==> src/rtl/up_spi_pkg.sv <==
// Shared definitions for the SPI register sequencer: register word addresses,
// CR bit positions, FSM state encoding and the CR "go" word builder.
package up_spi_pkg;

  // Word addresses of the SPI peripheral registers.
  localparam int ADDR_CR  = 0;
  localparam int ADDR_SR  = 1;
  localparam int ADDR_ODR = 2;
  localparam int ADDR_PSC = 3;

  // CR bit positions.
  localparam int CR_EN_BIT     = 0;
  localparam int CR_CPOL_BIT   = 1;
  localparam int CR_CPHA_BIT   = 2;
  localparam int CR_ENTX_BIT   = 3;
  localparam int CR_DATSIZ_LSB = 8;
  localparam int CR_CS_LSB     = 16;

  typedef enum logic [2:0] {
    INIT,
    IDLE,
    DIS,
    LOAD,
    GO,
    POLL,
    PWAIT
  } state_t;

  // CR value that starts a transfer; cs arrives zero-extended to 16 bits.
  function automatic logic [31:0] cr_go_word(input logic [15:0] cs,
                                             input logic [5:0]  len,
                                             input logic        cpol,
                                             input logic        cpha);
    logic [31:0] w;
    w                          = '0;
    w[CR_EN_BIT]               = 1'b1;
    w[CR_CPOL_BIT]             = cpol;
    w[CR_CPHA_BIT]             = cpha;
    w[CR_ENTX_BIT]             = 1'b1;
    w[CR_DATSIZ_LSB +: 6]      = len;
    w[CR_CS_LSB +: 16]         = cs;
    return w;
  endfunction

endpackage

==> src/rtl/up_spi_seq_fifo.sv <==
// Command FIFO: power-of-two depth, pointers with a wrap bit, head visible
// combinationally so the sequencer can capture it on the pop cycle.
module up_spi_seq_fifo #(
  parameter int WIDTH = 40,
  parameter int DEPTH = 4
) (
  input  logic             up_clk,
  input  logic             up_rstn,
  input  logic             push,
  input  logic [WIDTH-1:0] push_data,
  input  logic             pop,
  output logic [WIDTH-1:0] head_data,
  output logic             full,
  output logic             empty
);

  localparam int AW = $clog2(DEPTH);

  logic [WIDTH-1:0] mem [DEPTH];
  logic [AW:0]      wr_ptr_reg;
  logic [AW:0]      rd_ptr_reg;
  logic             do_pop;
  logic             do_push;

  assign empty     = (wr_ptr_reg == rd_ptr_reg);
  assign full      = (wr_ptr_reg[AW] != rd_ptr_reg[AW]) &&
                     (wr_ptr_reg[AW-1:0] == rd_ptr_reg[AW-1:0]);
  assign do_pop    = pop & ~empty;
  // A simultaneous pop frees the slot, so a push while full is still taken.
  assign do_push   = push & (~full | do_pop);
  assign head_data = mem[rd_ptr_reg[AW-1:0]];

  // Storage array; no reset so it maps onto RAM primitives.
  always_ff @(posedge up_clk) begin
    if (do_push) begin
      mem[wr_ptr_reg[AW-1:0]] <= push_data;
    end
  end

  // Read/write pointers; reset empties the FIFO.
  always_ff @(posedge up_clk) begin
    if (!up_rstn) begin
      wr_ptr_reg <= '0;
      rd_ptr_reg <= '0;
    end else begin
      if (do_push) wr_ptr_reg <= wr_ptr_reg + 1'b1;
      if (do_pop)  rd_ptr_reg <= rd_ptr_reg + 1'b1;
    end
  end

endmodule

==> src/rtl/up_spi_seq.sv <==
// SPI register sequencer: programs the prescaler once, then for each queued
// command disables the core, loads ODR, starts the transfer and polls SR.
module up_spi_seq
  import up_spi_pkg::*;
#(
  parameter int ADDRESS_WIDTH = 12,
  parameter int CS_CNT        = 2,
  parameter int PSC_VAL       = 4,
  parameter int CPOL          = 0,
  parameter int CPHA          = 0,
  parameter int FIFO_DEPTH    = 4,
  parameter int POLL_MAX      = 1023
) (
  input  logic                     up_clk,
  input  logic                     up_rstn,
  input  logic                     cmd_valid,
  output logic                     cmd_ready,
  input  logic [CS_CNT-1:0]        cmd_cs,
  input  logic [5:0]               cmd_len,
  input  logic [31:0]              cmd_data,
  output logic                     m_up_wreq,
  output logic [ADDRESS_WIDTH-1:0] m_up_waddr,
  output logic [31:0]              m_up_wdata,
  input  logic                     m_up_wack,
  output logic                     m_up_rreq,
  output logic [ADDRESS_WIDTH-1:0] m_up_raddr,
  input  logic [31:0]              m_up_rdata,
  input  logic                     m_up_rack,
  output logic                     busy,
  output logic                     done,
  output logic                     err
);

  localparam int CNT_W = $clog2(POLL_MAX + 1);
  localparam int FW    = 6 + CS_CNT + 32;

  state_t                   state_reg, state_next;
  logic                     pend_reg, pend_next;
  logic                     wreq_reg, wreq_next;
  logic [ADDRESS_WIDTH-1:0] waddr_reg, waddr_next;
  logic [31:0]              wdata_reg, wdata_next;
  logic                     rreq_reg, rreq_next;
  logic [ADDRESS_WIDTH-1:0] raddr_reg, raddr_next;
  logic                     done_reg, done_next;
  logic                     err_reg, err_next;
  logic [CNT_W-1:0]         cnt_reg, cnt_next;
  logic [FW-1:0]            hold_reg, hold_next;
  logic                     rdy_reg;

  logic                     fifo_push;
  logic                     fifo_pop;
  logic                     fifo_full;
  logic                     fifo_empty;
  logic [FW-1:0]            fifo_head;

  logic                     wr_active;
  logic [ADDRESS_WIDTH-1:0] wr_addr;
  logic [31:0]              wr_data;
  state_t                   wr_dst;

  logic [CS_CNT-1:0]        hold_cs;
  logic [5:0]               hold_len;
  logic [31:0]              hold_data;
  logic                     sr_unused;

  assign hold_cs   = hold_reg[FW-1 -: CS_CNT];
  assign hold_len  = hold_reg[37:32];
  assign hold_data = hold_reg[31:0];
  // Only SR bit 0 (busy) matters to the sequencer.
  assign sr_unused = ^m_up_rdata[31:1];

  assign cmd_ready  = rdy_reg & ~fifo_full;
  assign fifo_push  = cmd_valid & cmd_ready;
  assign busy       = ((state_reg != INIT) && (state_reg != IDLE)) | ~fifo_empty;
  assign m_up_wreq  = wreq_reg;
  assign m_up_waddr = waddr_reg;
  assign m_up_wdata = wdata_reg;
  assign m_up_rreq  = rreq_reg;
  assign m_up_raddr = raddr_reg;
  assign done       = done_reg;
  assign err        = err_reg;

  up_spi_seq_fifo #(
    .WIDTH (FW),
    .DEPTH (FIFO_DEPTH)
  ) u_fifo (
    .up_clk    (up_clk),
    .up_rstn   (up_rstn),
    .push      (fifo_push),
    .push_data ({cmd_cs, cmd_len, cmd_data}),
    .pop       (fifo_pop),
    .head_data (fifo_head),
    .full      (fifo_full),
    .empty     (fifo_empty)
  );

  // Next-state and bus-request decode; write states share one handshake path.
  always_comb begin
    state_next = state_reg;
    pend_next  = pend_reg;
    wreq_next  = 1'b0;
    waddr_next = waddr_reg;
    wdata_next = wdata_reg;
    rreq_next  = 1'b0;
    raddr_next = raddr_reg;
    done_next  = 1'b0;
    err_next   = err_reg;
    cnt_next   = cnt_reg;
    hold_next  = hold_reg;
    fifo_pop   = 1'b0;
    wr_active  = 1'b0;
    wr_addr    = '0;
    wr_data    = '0;
    wr_dst     = state_reg;

    case (state_reg)
      INIT: begin
        wr_active = 1'b1;
        wr_addr   = ADDRESS_WIDTH'(ADDR_PSC);
        wr_data   = 32'(PSC_VAL);
        wr_dst    = IDLE;
      end
      IDLE: begin
        if (!fifo_empty) begin
          fifo_pop   = 1'b1;
          hold_next  = fifo_head;
          state_next = DIS;
        end
      end
      DIS: begin
        wr_active = 1'b1;
        wr_addr   = ADDRESS_WIDTH'(ADDR_CR);
        wr_data   = 32'h0;
        wr_dst    = LOAD;
      end
      LOAD: begin
        wr_active = 1'b1;
        wr_addr   = ADDRESS_WIDTH'(ADDR_ODR);
        wr_data   = hold_data;
        wr_dst    = GO;
      end
      GO: begin
        wr_active = 1'b1;
        wr_addr   = ADDRESS_WIDTH'(ADDR_CR);
        wr_data   = cr_go_word(16'(hold_cs), hold_len, 1'(CPOL), 1'(CPHA));
        wr_dst    = POLL;
      end
      POLL: begin
        rreq_next  = 1'b1;
        raddr_next = ADDRESS_WIDTH'(ADDR_SR);
        state_next = PWAIT;
      end
      PWAIT: begin
        if (m_up_rack) begin
          if (!m_up_rdata[0]) begin
            done_next  = 1'b1;
            state_next = IDLE;
          end else if (cnt_reg == CNT_W'(POLL_MAX)) begin
            err_next   = 1'b1;
            state_next = IDLE;
          end else begin
            cnt_next   = cnt_reg + CNT_W'(1);
            state_next = POLL;
          end
        end
      end
      default: state_next = INIT;
    endcase

    // Issue once per state, then wait for the ack; the poll counter is
    // cleared on every write completion so POLL always starts from zero.
    if (wr_active) begin
      if (!pend_reg) begin
        wreq_next  = 1'b1;
        waddr_next = wr_addr;
        wdata_next = wr_data;
        pend_next  = 1'b1;
      end else if (m_up_wack) begin
        pend_next  = 1'b0;
        cnt_next   = '0;
        state_next = wr_dst;
      end
    end
  end

  // State and output registers with synchronous active-low reset.
  always_ff @(posedge up_clk) begin
    if (!up_rstn) begin
      state_reg <= INIT;
      pend_reg  <= 1'b0;
      wreq_reg  <= 1'b0;
      waddr_reg <= '0;
      wdata_reg <= '0;
      rreq_reg  <= 1'b0;
      raddr_reg <= '0;
      done_reg  <= 1'b0;
      err_reg   <= 1'b0;
      cnt_reg   <= '0;
      hold_reg  <= '0;
      rdy_reg   <= 1'b0;
    end else begin
      state_reg <= state_next;
      pend_reg  <= pend_next;
      wreq_reg  <= wreq_next;
      waddr_reg <= waddr_next;
      wdata_reg <= wdata_next;
      rreq_reg  <= rreq_next;
      raddr_reg <= raddr_next;
      done_reg  <= done_next;
      err_reg   <= err_next;
      cnt_reg   <= cnt_next;
      hold_reg  <= hold_next;
      rdy_reg   <= 1'b1;
    end
  end

endmodule

==> config.mk <==
export PLATFORM = sky130hd
export DESIGN_NAME = up_spi_seq
export DESIGN_NICKNAME = d
export VERILOG_FILES = /design/src/rtl/up_spi_pkg.sv /design/src/rtl/up_spi_seq_fifo.sv /design/src/rtl/up_spi_seq.sv
export SDC_FILE = /design/constraint.sdc
export NUM_CORES = 1
export LEC_CHECK = 0
export ABC_AREA = 0
export BUFFER_PORTS_ARGS = -buffer_cell sky130_fd_sc_hd__buf_2
export CAP_MARGIN = 10
export CORE_MARGIN = 2
export CORE_UTILIZATION = 57
export DETAILED_ROUTE_END_ITERATION = 10
export PLACE_DENSITY = 0.79
export SYNTH_ARGS = -nofsm -noshare
export SYNTH_HDL_FRONTEND = slang
export SYNTH_SLANG_ARGS = --single-unit
==> constraint.sdc <==
create_clock -name up_clk -period 4.55 [get_ports up_clk]
set_clock_uncertainty 0.15 [all_clocks]
set_input_delay 1.1375 -clock up_clk [delete_from_list [all_inputs] [get_ports up_clk]]
set_output_delay 1.1375 -clock up_clk [all_outputs]
set_load 0.05 [all_outputs]
==> results of run 1 <==
==> power by group <==
part	internal, uW	leakage (uW)	switching, uW
Combinational	93.8	0.00124	208
Clock	1390	0.000460	860
Sequential	2550	0.00226	37.0
==> critical path, stage by stage (launching register included) <==
cell	delay, ps
dfxtp_2	350
buf_4	530
xnor2_1	260
a31oi_1	280
buf_2	310
==> stage by stage <==
step	worst slack [ps]	power, uW	utilization, %	std cells
2_1_floorplan	607	2870	-	714
3_3_place_gp	1530	2930	61.0	971
3_5_place_dp	1520	2940	61.0	971
4_1_cts	988	5170	66.4	1020
5_1_grt	920	5280	66.5	1021
6_report	1010	5140	66.5	1022
==> cells in the mapped netlist (all sizes together) (10+ instances only) <==
library cell and number:
edfxtp 160, nand2 105, dfxtp 100, a21oi 67, buf 48, mux4 40
a22o 21, clkbuf 15, nor2 13, or2 11, inv 10
==> kinds of logic (layout without fill, tap and decap cells) <==
group,after synthesis,in the layout,share of synthesized area (%)
DFF,260,260,68.2
and+or+nand+nor,175,175,8.31
AOI/OAI and AO/OA,130,130,8.41
buffers and inverters,73,154,4.35
muxes,41,41,9.13
xor gates and xnor gates,8,8,0.778
adders and majority gates,6,6,0.752
other,1,23,0.0376
==> how the worst max path moves through the flow <==
stage / start / endpoint / slack [ps] / depth (start not counted)
floorplan: cmd_valid / u_fifo.mem[3][0]$_DFFE_PP_ / 610 / 2
global placement: u_fifo.rd_ptr_reg[1]$_SDFFE_PN0P_ / cmd_ready / 1530 / 4
detailed placement: cmd_valid / u_fifo.mem[2][19]$_DFFE_PP_ / 1520 / 5
CTS: u_fifo.rd_ptr_reg[1]$_SDFFE_PN0P_ / cmd_ready / 990 / 4
global route: u_fifo.rd_ptr_reg[1]$_SDFFE_PN0P_ / cmd_ready / 920 / 4
finish: u_fifo.rd_ptr_reg[1]$_SDFFE_PN0P_ / cmd_ready / 1010 / 4
==> per-layer routing <==
layer  global-route usage, %  wire length, microns
met5                       0                    18
met4                    7.12                   356
met3                    4.29                  1400
met2                    38.0                 10300
met1                    27.0                  7780
==> area by class of cell <==
type / count / area [sq um] / area share, %
inverter: 10 / 37.5 / 0.329
antenna: 2 / 5.00 / 0.0438
tap: 225 / 282 / 2.47
clock inverter: 12 / 143 / 1.25
sequential: 260 / 6810 / 59.7
multi-input combinational: 381 / 2850 / 24.9
clock buffer: 37 / 795 / 6.96
timing repair buffer: 95 / 498 / 4.36
==> impl_metrics.toml, run 1 <==
[status]
status = "finished, final reports clean"

[clocking]
cts_buffers = 27
ctsResizeCount = 0
cts_hold_buf = 0
htree_levels = 1
cts.sinks = 260
clock_latency_ps = 520
cts_root_buffer = "clkbuf_16"
cts_tree = "yes"
path_clk_slew_ps = 60
clockBufferDepth = 3
postCtsSetupBuffers = 0

[synth]
yosys_warnings = 0
syn_area_per_cell_sq_um = 14.4
syn_area_sq_um = 9980
synth-seq-cells = 260
synth_top_area_share_pct = 48.2
synth-seq-area-share_pct = 68.2
yosys.area.top_type = "edfxtp_1"
synthTopCellsByArea = "edfxtp_1, dfxtp_1, mux4_2"
synth_edf_count = 160
ys.flop_type = "edfxtp_1"
synth_cells = 694
synth_cell_type_count = 60
async_reset_ff_share_pct = 0

[cells_and_area]
syn_to_final_growth_pct = 14.4
mostFrequentLayoutCells = "edfxtp_1, nand2_1, dfxtp_1, buf_2, a21oi_1"
finalInstanceArea_sq_um = 11400
drive_above_1_share_pct = 26.0
fill_cells = 1234
largest_reg_flops = 160
layout.nets = 858
final_common_cell = "edfxtp_1"

[timing]
slew_viol_final = 0
final.setup.tns_ps = 0
rsz0062_at_grt = "no"
timing.fmax_mhz = 282
fin_crit_sh_pct = 77.8
final-hold-violation-count = 0
timing.hold.ws_ps = 306
min_period_ps = 3540
setup_viol = 0
relSlewSlack_pct = 35.1
worst_pin_slew_ps = 966

[setup_path]
startpoint_type = "register"
arrival_ps = 2250
cp_max_fo = 43
path_class = "register to output port"
ff2ff_path_depth = 5
cp-end-kind = "output port"
r2r_slack_ps = 1570
crit_required_ps = 3260
worstReg2RegStart = "u_fifo.rd_ptr_reg[1]$_SDFFE_PN0P_"
reg2reg_to = "u_fifo.mem[2][11]$_DFFE_PP_"

[power_and_ir_drop]
p_leak_uw = 0.00396
vdd_drop_max_uv = 339
power_per_cell_area_nw_per_um2 = 450

[floorplan]
fp.dieH_microns = 136
dieArea_sq_um = 18600
core.rowCount = 48
core_region_area_sq_um = 17200
die_width_microns = 136
start_util_pct = 58.1
io_pins = 139

[global_route]
grt_pass1_wl_microns = 30800
grt.total_usage_pct = 21.6
grt_max_degree = 44
antenna_found_initial = 4
grt_pass1_vias = 5918
grt_overflow = 0

[placed_design]
port_buffers = 86
gp_congestion = 0.773
dp_hpwl_microns = 11600
placed_area_sq_um = 10500

[route]
vias = 5875
initialDrtViolationCount = 455
avgRoutedWirePerCell_microns = 19.4
first_pass_iters = 5
via_per_inst = 5.75
drc = 0
detail-route-antenna-nets = 0
wirelength_microns = 19800

[worst_hold_path]
hp-class = "register to register"
hold_path_startpoint = "hold_reg[31]$_SDFFE_PN0P_"
min_path_cells = 2
whs_endpoint = "hold_reg[31]$_SDFFE_PN0P_"

[flow_run]
max-cap-violations = 0
Note: power is estimated with default switching activity, not from simulation.
==> run 2, diff against run 1 <==
Settings changed: ABC_AREA 0 to 1.
Clock period 4.55 ns to 3.6 ns, I/O delays scaled along.
==> run 2 against run 1 <==
Effect of this change: sequential power up 26%; core utilization down 0.18 points; non-clock buffer count grew 4; first-iteration DRC count decreased by 5.5%; design area increased by 0.43%; critical path type unchanged; combinational power up 53%; setup slack got worse by 520 ps; sequential cell count is the same; count of clock-buffer cells in the layout shrank 2.
==> impl_metrics.toml, run 2 <==
[status]
status = "finished, final reports clean"

[cells_and_area]
fin_cells = 1257
final_common_cell = "edfxtp_1"
largest_reg_flops = 160
fill_cells = 1266
layout.nets = 1094
syn_to_final_growth_pct = 14.0
drive_above_1_share_pct = 15.5
mostFrequentLayoutCells = "edfxtp_1, nor2_1, o21ai_0, dfxtp_1"

[power_and_ir_drop]
power.switching_fraction_pct = 22.4
clockPowerShare_pct = 42.1
p_switching_uw = 1440
p_leak_uw = 0.00424
vdd_drop_max_uv = 348
comb_power_share_pct = 7.2
p_int_uw = 5000
power_per_cell_area_nw_per_um2 = 562
pwr-share-seq_pct = 50.8

[global_route]
grt_pass1_vias = 6646
grt_overflow = 0
grt_pass1_wl_microns = 33400
antenna_found_initial = 1
grt.total_usage_pct = 22.9
grt_max_degree = 74

[floorplan]
core.rowCount = 48
dieArea_sq_um = 18700
core_region_area_sq_um = 17300
io_pins = 139
die_width_microns = 137
fp.dieH_microns = 137
start_util_pct = 58.1

[route]
via_per_inst = 5.59
wirelength_microns = 21300
drc = 0
initialDrtViolationCount = 430
vias = 7025
first_pass_iters = 5
avgRoutedWirePerCell_microns = 16.9
detail-route-antenna-nets = 0

[synth]
synth-seq-area-share_pct = 67.7
async_reset_ff_share_pct = 0
synth_fa_ha_area_share_pct = 0.747
yosys.area.top_type = "edfxtp_1"
synth.area.mux_share_pct = 0
synth_edf_count = 160
synthTopCellsByArea = "edfxtp_1, dfxtp_1, o21ai_0"
synth_cells = 938
synth_top_family_by_area = "compound AO/OA/AOI/OAI gates"
synth_xor_area_share_pct = 0.510
ys_top_cells_by_count = "edfxtp_1, nor2_1, o21ai_0"
synth_simple_gate_area_share_pct = 11.8
ys.flop_type = "edfxtp_1"
synth_compound_area_share_pct = 13.0
yosys_warnings = 0
syn_area_per_cell_sq_um = 10.7
synth_top_area_share_pct = 47.8
synth-seq-cells = 260
synth_cell_type_count = 34
syn_area_sq_um = 10100
post-synth-top-count-cell = "edfxtp_1"

[clocking]
cts_hold_buf = 0
postCtsSetupBuffers = 0
path_clk_slew_ps = 70
cts_tree = "yes"
clockBufferDepth = 3
cts.sinks = 260
ctsResizeCount = 0
cts_buffers = 26
clock_latency_ps = 520
cts_root_buffer = "clkbuf_16"
htree_levels = 1

[setup_path]
worstReg2RegStart = "u_fifo.rd_ptr_reg[1]$_SDFFE_PN0P_"
crit_required_ps = 2550
worstPathCellList = "xnor2_1, nand3b_1, nand2_1, inv_1, buf_2"
cpPeakStageDelay_ps = 670
ff2ff_path_depth = 5
r2r_slack_ps = 960
cp-end-kind = "output port"
reg2reg_to = "u_fifo.mem[1][3]$_DFFE_PP_"
arrival_ps = 2060
cp_max_fo = 12
startpoint_type = "register"
path_class = "register to output port"
slowest_stage = "dfxtp_1"
crit_buf_inv = 2
timing.critical_path.max_delay_family = "flip-flops"

[placed_design]
placed_cells = 1208
port_buffers = 86
dp_hpwl_microns = 12200
gp_congestion = 0.861

[timing]
final-hold-violation-count = 0
setup_viol = 0
slew_viol_final = 0
worst_pin_slew_ps = 779
rsz0062_at_grt = "no"
final.setup.tns_ps = 0
timing.fmax_mhz = 322
relSlewSlack_pct = 48.0
min_period_ps = 3110
fin_crit_sh_pct = 86.4

[worst_hold_path]
whs_endpoint = "hold_reg[8]$_SDFFE_PN0P_"
hp-class = "register to register"
hold_path_startpoint = "hold_reg[8]$_SDFFE_PN0P_"
min_path_cells = 2

[flow_run]
max-cap-violations = 0
[run 2: cell types whose count changed after synthesis, sizes merged, moves of 21 or more]
cell and delta:
nor2 +147, o21ai +126, o22ai +45, inv +44
mux4 -40, nand3 +26, a22o -21
[run 2: worst register-to-register path: stages (launching register included)]
cell and delay [ps]:
dfxtp_1 670, xnor2_1 210, nand3b_1 220, nand3_2 300, nor2_4 170, buf_4 530
[run 2: logic make-up (layout without fill, tap and decap cells)]
| group | Yosys count | count (layout) |
|---|---|---|
| simple gates | 291 | 291 |
| flops | 260 | 260 |
| compound gates | 247 | 247 |
| buf+inv | 128 | 201 |
| fa+ha+maj | 6 | 6 |
| xor+xnor | 5 | 5 |
| other cells | 1 | 22 |
[run 2: how the worst max path moves through the flow]
stage                                      startpoint                          end  slack [ps]  cells after the start
finish              u_fifo.rd_ptr_reg[1]$_SDFFE_PN0P_                    cmd_ready         490                      5
global route        u_fifo.rd_ptr_reg[1]$_SDFFE_PN0P_                    cmd_ready         460                      5
CTS                 u_fifo.rd_ptr_reg[1]$_SDFFE_PN0P_                    cmd_ready         550                      5
detailed placement                          cmd_valid  u_fifo.mem[3][35]$_DFFE_PP_        1040                      4
global placement                            cmd_valid  u_fifo.mem[3][19]$_DFFE_PP_        1070                      4
floorplan                                   cmd_valid   u_fifo.mem[0][0]$_DFFE_PP_         260                      2
[run 2: per-stage QoR]
step	utilization (%)	hold slack, ps	worst slack (ps)	instance area, sq um	total power [uW]
finish	66.3	297	490	11500	6440
detailed placement	61.2	290	1040	10600	3790
floorplan	-	275	259	10100	3670
global route	66.3	319	463	11500	6650
global placement	61.2	287	1070	10600	3780
CTS	66.3	299	548	11500	6470
[run 2: layer usage]
| metal | share of wire [%] | global-route usage (%) |
|---|---|---|
| met2 | 49 | 39.1 |
| met5 | 0.061 | 0 |
| met1 | 40 | 29.4 |
| met4 | 2.3 | 8.13 |
| met3 | 8.7 | 4.19 |
[run 2: cell type report]
cell class                 instances  area, sq um  area share, %
sequential                       260         6810           59.4
multi-input combinational        570         2730           23.8
clock buffer                      35          736           6.42
timing repair buffer              99          566           4.93
tap                              225          282           2.46
inverter                          54          205           1.79
clock inverter                    13          139           1.21
antenna                            1         2.50         0.0218
[run 2: power groups by stage]
stage / clock, uW / combinational [uW] / sequential, uW
after floorplan: 0 / 324 / 3350
after CTS: 2740 / 460 / 3270
after global placement: 0 / 444 / 3330
after detailed placement: 0 / 454 / 3330
final: 2710 / 462 / 3270
after global routing: 2870 / 509 / 3280
==> run 3, diff against run 2 <==
Settings changed: RECOVER_POWER set to 25.
==> run 3 against run 2 <==
Effect of this change: non-clock buffer count unchanged; first-iteration DRC count is 15% higher; clock power about the same; via count stayed put; sequential cell count stayed put; critical path type unchanged; design area down 0.37%; critical path depth unchanged; core utilization decreased by 0.25 points; setup slack improved by 41 ps; final cell count barely moved; sequential share of layout area is 0.22 points higher; combinational power fell by 1%.
==> impl_metrics.toml, run 3 (same netlist as run 2, synthesis figures left out) <==
[setup_path]
cp_max_fo = 12
ff2ff_path_depth = 5
crit_required_ps = 2550
startpoint_type = "register"
worstReg2RegStart = "u_fifo.rd_ptr_reg[1]$_SDFFE_PN0P_"
arrival_ps = 2020
reg2reg_to = "u_fifo.mem[1][3]$_DFFE_PP_"
cp-end-kind = "output port"
r2r_slack_ps = 1010
path_class = "register to output port"

[power_and_ir_drop]
clockPowerShare_pct = 42.1
power.switching_fraction_pct = 22.4
comb_power_share_pct = 7.1
p_leak_uw = 0.00415
power_per_cell_area_nw_per_um2 = 564
p_switching_uw = 1450
vdd_drop_max_uv = 347
pwr-share-seq_pct = 50.8
p_int_uw = 5000

[timing]
slew_viol_final = 0
timing.fmax_mhz = 326
worst_pin_slew_ps = 779
final.setup.tns_ps = 0
fin_crit_sh_pct = 85.2
min_period_ps = 3070
relSlewSlack_pct = 48.0
setup_viol = 0
rsz0062_at_grt = "no"
final-hold-violation-count = 0

[global_route]
antenna_found_initial = 0
grt_overflow = 0
grt.total_usage_pct = 22.9
grt_pass1_vias = 6646
grt_pass1_wl_microns = 33400
grt_max_degree = 74

[clocking]
cts_tree = "yes"
cts_hold_buf = 0
cts_buffers = 26
postCtsSetupBuffers = 0
cts_root_buffer = "clkbuf_16"
ctsResizeCount = 0
cts.sinks = 260
clockBufferDepth = 3
path_clk_slew_ps = 70
htree_levels = 1
clock_latency_ps = 520

[route]
avgRoutedWirePerCell_microns = 16.9
drc = 0
vias = 7025
first_pass_iters = 5
detail-route-antenna-nets = 0
initialDrtViolationCount = 495
wirelength_microns = 21300
via_per_inst = 5.59

[placed_design]
port_buffers = 86
dp_hpwl_microns = 12200
gp_congestion = 0.861
placed_area_sq_um = 10600

[cells_and_area]
n_antenna_cell = 0
fill_cells = 1283
finalInstanceArea_sq_um = 11400
multiInputGateArea_sq_um = 2730
mostFrequentLayoutCells = "edfxtp_1, nor2_1, o21ai_0, dfxtp_1, nand2_1"
largest_reg_flops = 160
drive_above_1_share_pct = 12.4
syn_to_final_growth_pct = 13.6
final_common_cell = "edfxtp_1"
regArea_sq_um = 6810
layout.nets = 1094

[worst_hold_path]
hold_path_startpoint = "hold_reg[8]$_SDFFE_PN0P_"
hp-class = "register to register"
min_path_cells = 2
whs_endpoint = "hold_reg[8]$_SDFFE_PN0P_"

[floorplan]
io_pins = 139
fp.dieH_microns = 137
dieArea_sq_um = 18700
start_util_pct = 58.1
die_width_microns = 137
core.rowCount = 48
core_region_area_sq_um = 17300

[flow_run]
max-cap-violations = 0

[status]
status = "finished, final reports clean"
run 3: cell types whose count changed in the layout (fill, tap and decap cells not counted), sizes merged:
cell and change:
buf -32, clkbuf +32, diode -1
run 3: critical path: stages, from the launching register on:
cell      delay, ps
dfxtp_1         630
xnor2_1         240
nand3b_1        220
nand2_1         150
inv_1            40
buf_2           200
run 3: power groups by stage:
stage	Combinational [uW]	Sequential (uW)	Clock, uW
2_1_floorplan	324	3350	0
3_3_place_gp	444	3330	0
3_5_place_dp	454	3330	0
4_1_cts	460	3270	2740
5_1_grt	504	3280	2870
6_report	457	3270	2710
run 3: how the worst max path moves through the flow:
| stage | startpoint | to | slack, ps | cells after the start |
|---|---|---|---|---|
| final | u_fifo.rd_ptr_reg[1]$_SDFFE_PN0P_ | cmd_ready | 530 | 5 |
| after global routing | u_fifo.rd_ptr_reg[1]$_SDFFE_PN0P_ | cmd_ready | 460 | 5 |
| after CTS | u_fifo.rd_ptr_reg[1]$_SDFFE_PN0P_ | cmd_ready | 550 | 5 |
| after detailed placement | cmd_valid | u_fifo.mem[3][35]$_DFFE_PP_ | 1040 | 4 |
| after global placement | cmd_valid | u_fifo.mem[3][19]$_DFFE_PP_ | 1070 | 4 |
| after floorplan | cmd_valid | u_fifo.mem[0][0]$_DFFE_PP_ | 260 | 2 |
run 3: stage by stage:
stage	hold slack [ps]	std cells	total power (uW)	setup slack [ps]	utilization [%]
3_5_place_dp	290	1208	3790	1040	61.2
3_3_place_gp	287	1208	3780	1070	61.2
5_1_grt	319	1256	6650	463	66.0
4_1_cts	299	1256	6470	548	66.3
2_1_floorplan	275	958	3670	259	-
6_report	297	1256	6440	531	66.0
run 3: per-layer routing:
metal	vias to the layer above	global-route usage [%]	wire [microns]
li1	3359	-	-
met4	0	8.13	486
met1	3325	29.4	8560
met2	302	39.1	10400
met5	-	0	0
met3	39	4.19	1830
run 3: area by class of cell:
| cell class | instances | share of cell area (%) |
|---|---|---|
| well taps | 225 | 2.46 |
| inverters | 54 | 1.80 |
| flip-flops and latches | 260 | 59.6 |
| clock inverters | 13 | 1.22 |
| multi-input cells | 570 | 23.9 |
| repair buffers | 99 | 4.60 |
| clock buffers | 35 | 6.44 |
